==> src/rtl/tx_seq_pkg.sv <==
// tx_seq_pkg: shared types and widths for the transmit sequencer
// Contents: state encoding (IDLE/LEAD/PLAY/LAG), default address width, guard counter width.
package tx_seq_pkg;
    localparam int TX_ADDR_W = 14;
    localparam int TX_GUARD_W = 16;
    typedef enum logic [1:0] {
        IDLE = 2'd0,
        LEAD = 2'd1,
        PLAY = 2'd2,
        LAG  = 2'd3
    } tx_state_t;
endpackage

==> src/rtl/tx_guard_cnt.sv <==
// tx_guard_cnt: loadable down-counter timing the PA lead/lag guard intervals
// Ports: clk, rst (async, active-high), load/load_val (preset count),
//        en (count while in a guard state), done (en and count reached zero).
module tx_guard_cnt
    import tx_seq_pkg::*;
#(
    parameter int W = TX_GUARD_W
) (
    input  logic         clk,
    input  logic         rst,
    input  logic         load,
    input  logic [W-1:0] load_val,
    input  logic         en,
    output logic         done
);
    logic [W-1:0] cnt;

    always_ff @(posedge clk or posedge rst) begin
        if (rst)
            cnt <= '0;
        else if (load)
            cnt <= load_val;
        else if (en && cnt != '0)
            cnt <= cnt - W'(1);
    end

    assign done = en && cnt == '0;
endmodule

==> src/rtl/tx_sequencer.sv <==
// tx_sequencer: trigger-driven DAC address sequencer with PA lead/lag guarding
// Ports: clk, rst (async, active-high), trig (start request), txsmps (samples per pulse),
//        tx_addr/tx_valid (waveform address to DAC), pa_en (PA enable), busy (not IDLE),
//        overruns (ignored-trigger count, only with TX_SEQ_OVERRUN_CNT_EN defined).
// Outputs are registered decodes of the current state, so they trail the state by one edge.
module tx_sequencer
    import tx_seq_pkg::*;
#(
    parameter int ADDR_W  = TX_ADDR_W,
    parameter int PA_LEAD = 64,
    parameter int PA_LAG  = 32
) (
    input  logic              clk,
    input  logic              rst,
    input  logic              trig,
    input  logic [ADDR_W-1:0] txsmps,
    output logic [ADDR_W-1:0] tx_addr,
    output logic              tx_valid,
    output logic              pa_en,
    output logic              busy
`ifdef TX_SEQ_OVERRUN_CNT_EN
    ,
    output logic [15:0]       overruns
`endif
);
    localparam logic [TX_GUARD_W-1:0] LEAD_LD = TX_GUARD_W'(PA_LEAD - 1);
    localparam logic [TX_GUARD_W-1:0] LAG_LD  = TX_GUARD_W'(PA_LAG - 1);

    tx_state_t             state, state_nxt;
    logic [ADDR_W-1:0]     n_reg, addr;
    logic                  accept, last, g_load, g_en, g_done;
    logic [TX_GUARD_W-1:0] g_val;

    assign accept = state == IDLE && trig && txsmps != '0;
    assign last   = addr == n_reg - ADDR_W'(1);
    assign g_en   = state == LEAD || state == LAG;

    tx_guard_cnt #(.W(TX_GUARD_W)) u_guard (
        .clk      (clk),
        .rst      (rst),
        .load     (g_load),
        .load_val (g_val),
        .en       (g_en),
        .done     (g_done)
    );

    always_comb begin
        state_nxt = state;
        g_load    = 1'b0;
        g_val     = LEAD_LD;
        case (state)
            IDLE: if (accept) begin
                state_nxt = LEAD;
                g_load    = 1'b1;
            end
            LEAD: if (g_done) state_nxt = PLAY;
            PLAY: if (last) begin
                state_nxt = LAG;
                g_load    = 1'b1;
                g_val     = LAG_LD;
            end
            LAG:  if (g_done) state_nxt = IDLE;
            default: state_nxt = IDLE;
        endcase
    end

    always_ff @(posedge clk or posedge rst) begin
        if (rst) begin
            state <= IDLE;
            n_reg <= '0;
            addr  <= '0;
        end else begin
            state <= state_nxt;
            if (accept)
                n_reg <= txsmps;
            addr <= (state == PLAY && !last) ? addr + ADDR_W'(1) : '0;
        end
    end

    always_ff @(posedge clk or posedge rst) begin
        if (rst) begin
            tx_addr  <= '0;
            tx_valid <= 1'b0;
            pa_en    <= 1'b0;
            busy     <= 1'b0;
        end else begin
            tx_addr  <= state == PLAY ? addr : '0;
            tx_valid <= state == PLAY;
            pa_en    <= state != IDLE;
            busy     <= state != IDLE;
        end
    end

`ifdef TX_SEQ_OVERRUN_CNT_EN
    always_ff @(posedge clk or posedge rst) begin
        if (rst)
            overruns <= '0;
        else if (trig && state != IDLE && overruns != 16'hFFFF)
            overruns <= overruns + 16'd1;
    end
`endif
endmodule

==> config.mk <==
export PLATFORM = sky130hd
export DESIGN_NAME = tx_sequencer
export DESIGN_NICKNAME = d
export VERILOG_FILES = /design/src/rtl/tx_seq_pkg.sv /design/src/rtl/tx_guard_cnt.sv /design/src/rtl/tx_sequencer.sv
export SDC_FILE = /design/constraint.sdc
export NUM_CORES = 1
export LEC_CHECK = 0
export BUFFER_PORTS_ARGS = -buffer_cell sky130_fd_sc_hd__clkbuf_2
export CORE_UTILIZATION = 52
export CTS_CLUSTER_DIAMETER = 30
export DETAILED_ROUTE_END_ITERATION = 8
export GPL_TIMING_DRIVEN = 1
export PLACE_DENSITY = 0.75
export SYNTH_ARGS = -nofsm -noshare
export SYNTH_HDL_FRONTEND = slang
export SYNTH_SLANG_ARGS = --single-unit
==> constraint.sdc <==
create_clock -name clk -period 3.2 [get_ports clk]
set_clock_uncertainty 0.2 [all_clocks]
set_input_delay 0.16 -clock clk [delete_from_list [all_inputs] [get_ports clk]]
set_output_delay 0.16 -clock clk [all_outputs]
set_load 0.03 [all_outputs]
# Word-level counts from Yosys, hierarchy flattened
# Index checks and enable logic that the tools add are counted.
# W data, S select, Z words.
totals:
  ff_bits: 62
  output_inout_bits: 17
classes:
  add_sub_neg: 3
  n_eq_ne: 8
  mux: 14
  reduce_logical: 14
op_table:
  columns: ["cell", "n"]
  rows:
  - ["$mux W16", 2]
  - ["$mux W14", 2]
  - ["$logic_not A16 Y1", 1]
  - ["$reduce_bool A16 Y1", 1]
  - ["$sub A16 B1 Y16 const B", 1]
  - ["$add A14 B1 Y14 const B", 1]
  - ["$eq A14 B14 Y1", 1]
  - ["$reduce_bool A14 Y1", 1]
  - ["$sub A14 B1 Y14 const B", 1]
  - ["$mux W6", 2]
  - ["$mux W2", 4]
  - ["$ne A2 B2 Y1 const B", 4]
  - ["$pmux W2 S4", 1]
  - ["$logic_and A1 B1 Y1", 5]
  - ["$eq A2 B2 Y1 const B", 2]
  - ["$reduce_and A4 Y1", 1]
  - ["$reduce_bool A2 Y1", 2]
  - ["$eq A2 B1 Y1 const B", 1]
  - ["$logic_not A2 Y1", 1]
  - ["$mux W1", 2]
  - ["$pmux W1 S2", 1]
  - ["$logic_not A1 Y1", 1]
  - ["$logic_or A1 B1 Y1", 1]

# Logic depth before layout (Yosys ltp)
depth:
  word_depth: 6
  depth_mapped: 9
  depth_no_buf: 8

# By module
# From an unflattened synthesis, not the netlist that was laid out.
hier_totals:
  cells_unflattened: 348
  hier_area_um2: 3545.9
modules_own_cells:
  columns: ["module", "n_inst", "cells_per_inst", "area_per_inst_um2"]
  rows:
  - ["tx_sequencer", 1, 226, 2482.4]
  - ["tx_guard_cnt", 1, 122, 1063.5]

# Worst setup path after synthesis
# OpenSTA, ideal clock, no wires.
synth_path:
  path_kind: "register to register"
  from: "register n_reg[5]"
  to: "register state[1]"
  arrival_ps: 2619
  t_required_ps: 2874
  path_slack_ps: 255
  path_stages_with_launch: 8
  synth_period_minus_slack_ps: 2945
  path_cell_list: "dfrtp_1 buf_6 or4_4 or3_4 a2111oi_4 nor2_1 or4b_4 a221o_1"
synth_between:
  elab_chain_len: 4
synth_lines:
  columns: ["element", "line_no", "rtl"]
  rows:
  - ["start, declared", "tx_sequencer.sv:30", "logic [ADDR_W-1:0] n_reg, addr;"]
  - ["start signal, assigned", "tx_sequencer.sv:75", "n_reg <= txsmps;"]
  - ["$sub A14 B1 Y14", "tx_sequencer.sv:35", "assign last = addr == n_reg - ADDR_W'(1);"]
  - ["$eq A14 B14 Y1", "tx_sequencer.sv:35", null]
  - ["$ne A2 B2 Y1 (no line)", null, null]
  - ["$reduce_and A4 Y1 (no line)", null, null]
  - ["end signal, assigned", "tx_sequencer.sv:73", "state <= state_nxt;"]
  - ["end, declared", "tx_sequencer.sv:29", "tx_state_t state, state_nxt;"]
# No other way between the ends.
# A chain may end at the register's enable or synchronous reset.

# Worst setup path after layout
layout_path:
  from: "register n_reg[0]"
  to: "register state[1]"
# Same word-level chain as after synthesis.

==> flow_summary.yaml <==
timing:
  fin_tns_setup_ns: 0
  slew_violations: 0
  setup_viol: 0
  hold_violations: 0
  tightest_slew_ns: 0.6848
  fmax_mhz: 327.4
  holdWs_ns: 0.1053
  setup_slack_ns: 0.1454
  finalCriticalPeriod_ns: 3.055
  period_share_pct: 95.46
  rsz0062_at_grt: "no"
  slew_headroom_pct: 54.28
clock_network:
  clock-root-buffer: "clkbuf_8"
  path_clk_slew_ns: 0.07
  tritoncts: "built"
  htreeDepth: 3
  clock_latency_ns: 0.34
  post_cts_buffers: 0
  cts.sinks: 62
  clock_path_buffers: 2
  cts_buffers: 9
logic_synthesis:
  yosysWarningCount: 0
  syn_area_sq_um: 3268
  ys.flop_type: "dfrtp_1"
  synth_top_family_by_area: "simple AND/OR/NAND/NOR gates"
  synth_compound_area_share_pct: 7.810
  synth_seq_area_share_pct: 47.47
  async_reset_ff_share_pct: 100.0
  syn-num-nets: 357
  synth_edf_count: 0
  syn_area_per_cell_sq_um: 9.814
  synth_cell_types: 54
  synth_xor_area_share_pct: 11.26
  yosys.area_share.simple_pct: 27.11
  synthAdderAreaFrac_pct: 2.680
  muxShareOfSynthArea_pct: 0.6891
  syn_inst: 333
  synth_seq_cells: 62
pwr:
  powerDensity_nw_per_um2: 732.9
  intPower_w: 0.001684
  sequentialPowerShare_pct: 40.6
  pwr-share-clk_pct: 20.3
  p_sw_w: 0.001126
  fin_total_pwr_w: 0.002810
  comb_power_share_pct: 39.0
  vdd_drop_max_v: 0.0004821
  sw_frac_of_total_pct: 40.08
  p_leak_nw: 1.737
global_routing:
  grt_usage_pct: 23.26
  grt_pass1_wl_mm: 11.40
  antenna_found_initial: 0
  grt_overflow_total: 0
  grt_pass1_vias: 2474
  grt_max_degree: 34
route:
  drt_iter0_drc: 153
  drc: 0
  ant_nets: 0
  wire_per_inst_microns: 14.61
  drt_first_pass_iters: 4
  vias: 2485
  via_per_inst: 5.344
  finalWirelength_mm: 6.794
layout:
  area_growth_pct: 17.30
  finalNetCount: 410
  final_common_cell: "dfrtp_1"
  top_register: "u_guard.cnt"
  drive_above_1_share_pct: 18.21
  final_cells: 465
  largest_reg_flops: 16
  mostFrequentLayoutCells: "62 x dfrtp_1, 45 x nand2_1, 33 x clkbuf_2, 31 x nor2_1, 29 x xnor2_1"
  num_antenna_cells: 0
floorplan:
  die_h_microns: 81.28
  dieArea_sq_um: 6606
  ios: 34
  die_w_microns: 81.28
  core_sq_um: 5991
  rows: 28
  start_util_pct: 54.55
setup_path:
  reg2reg_slack_ns: 0.15
  path_buf_inv: 1
  cp_cell_sequence: "inv_1 -> ha_1 -> or4b_2 -> a2111oi_4 -> nor2_1 -> or4b_4 -> a221o_1"
  r2r_cells: 7
  start_kind: "register"
  critPathTopFamily: "simple AND/OR/NAND/NOR gates"
  crit_required_ns: 3.22
  r2r-start: "n_reg[0]"
  reg2reg_to: "state[1]"
  crit_arrival_ns: 3.08
  cp-end-kind: "register"
  critPathMaxFanout: 6
  critical_path.slowest_cell: "or4b_2"
  crit_type: "reg -> reg"
  cp_slowest_stage_delay_ns: 0.69
placed_design:
  gp_congestion: 0.8498
  port_buffers: 33
  place_inst: 435
  pre_cts_slack_ns: 0.1990
  dp_hpwl_mm: 4.703
outcome:
  status: "finished clean"
min_path:
  min_to: "state[0]"
  hold_path_class: "in -> reg"
  hold_depth: 5
  worstHoldStart: "trig"
run:
  maxCapViolations: 0
==> worst reg2reg max path: cells and delay by family (launching register included) <==
kind	cells	cell delay (ns)
buffers and inverters	1	0.10
and+or+nand+nor	3	1.29
AOI/OAI and AO/OA	2	0.66
DFF	1	0.45
adders and majority gates	1	0.25
==> timing repair <==
action                     in CTS  in global routing
resized for setup               0                  1
hold buffers                   15                  0
hold endpoints to repair       46                  0
setup endpoints to repair       0                 26
==> cell families (layout without fill, tap and decap cells) <==
| family | count (synthesis) | after routing |
|---|---|---|
| flip-flops | 62 | 62 |
| adder cells (fa/ha/maj) | 7 | 7 |
| XOR/XNOR | 42 | 42 |
| buffers and inverters | 22 | 79 |
| AO/OA/AOI/OAI | 33 | 33 |
| AND/OR/NAND/NOR | 165 | 165 |
| multiplexers | 2 | 2 |
==> synthesized netlist by cell type, drive strengths merged (6+ instances only) <==
cell	number	share of area (%)
nor3	22	3.4
nand2	45	5.2
inv	8	0.92
xor2	13	3.5
nor4	7	1.8
or4	6	1.5
nand3	8	1.2
or3	8	1.7
ha	7	2.7
and2	17	3.3
clkbuf	9	1.0
xnor2	29	7.8
nor2	31	3.6
o21ai	7	1.1
dfrtp	62	47
==> metal layers <==
metal	up-vias	track usage [%]	part of all wire [%]	routed length (microns)
met5	-	0	0	0
met4	0	6.964	1.0	69
met3	7	6.292	3.7	249
met2	44	39.92	49	3344
met1	1175	28.33	46	3131
li1	1259	-	-	-
==> how the worst max path moves through the flow <==
stage / start / endpoint / slack (ns) / cells after the start
after detailed placement: n_reg[0] / state[1] / 0.20 / 7
after CTS: n_reg[0] / state[1] / 0.18 / 7
after global routing: n_reg[0] / state[1] / 0.05 / 7
final: n_reg[0] / state[1] / 0.15 / 7
after floorplan: n_reg[5] / state[1] / 0.25 / 7
after global placement: n_reg[0] / state[1] / 0.22 / 7
==> power groups by stage <==
stage | logic, W | clock network, W | registers (W)
after global placement | 0.00105 | 0 | 0.00114
after detailed placement | 0.00106 | 0 | 0.00115
after global routing | 0.00123 | 0.000614 | 0.00116
final | 0.00110 | 0.000572 | 0.00114
after floorplan | 0.000853 | 0 | 0.00110
after CTS | 0.00109 | 0.000582 | 0.00113
==> stage by stage <==
stage,area (sq um),util [%]
after floorplan,3268,-
after global placement,3520,58.75
after detailed placement,3520,58.75
after CTS,3825,63.85
after global routing,3834,63.99
final,3834,63.99
==> final cells by class <==
cell class / count / area, sq um
Multi-Input combinational cell: 249 / 1628
Timing Repair Buffer: 56 / 375.4
Sequential cell: 62 / 1551
Tap cell: 75 / 93.84
Fill cell: 483 / 2157
Clock inverter: 5 / 27.53
Clock buffer: 10 / 127.6
Inverter: 8 / 30.03
Power figures use the tool's default switching activity.
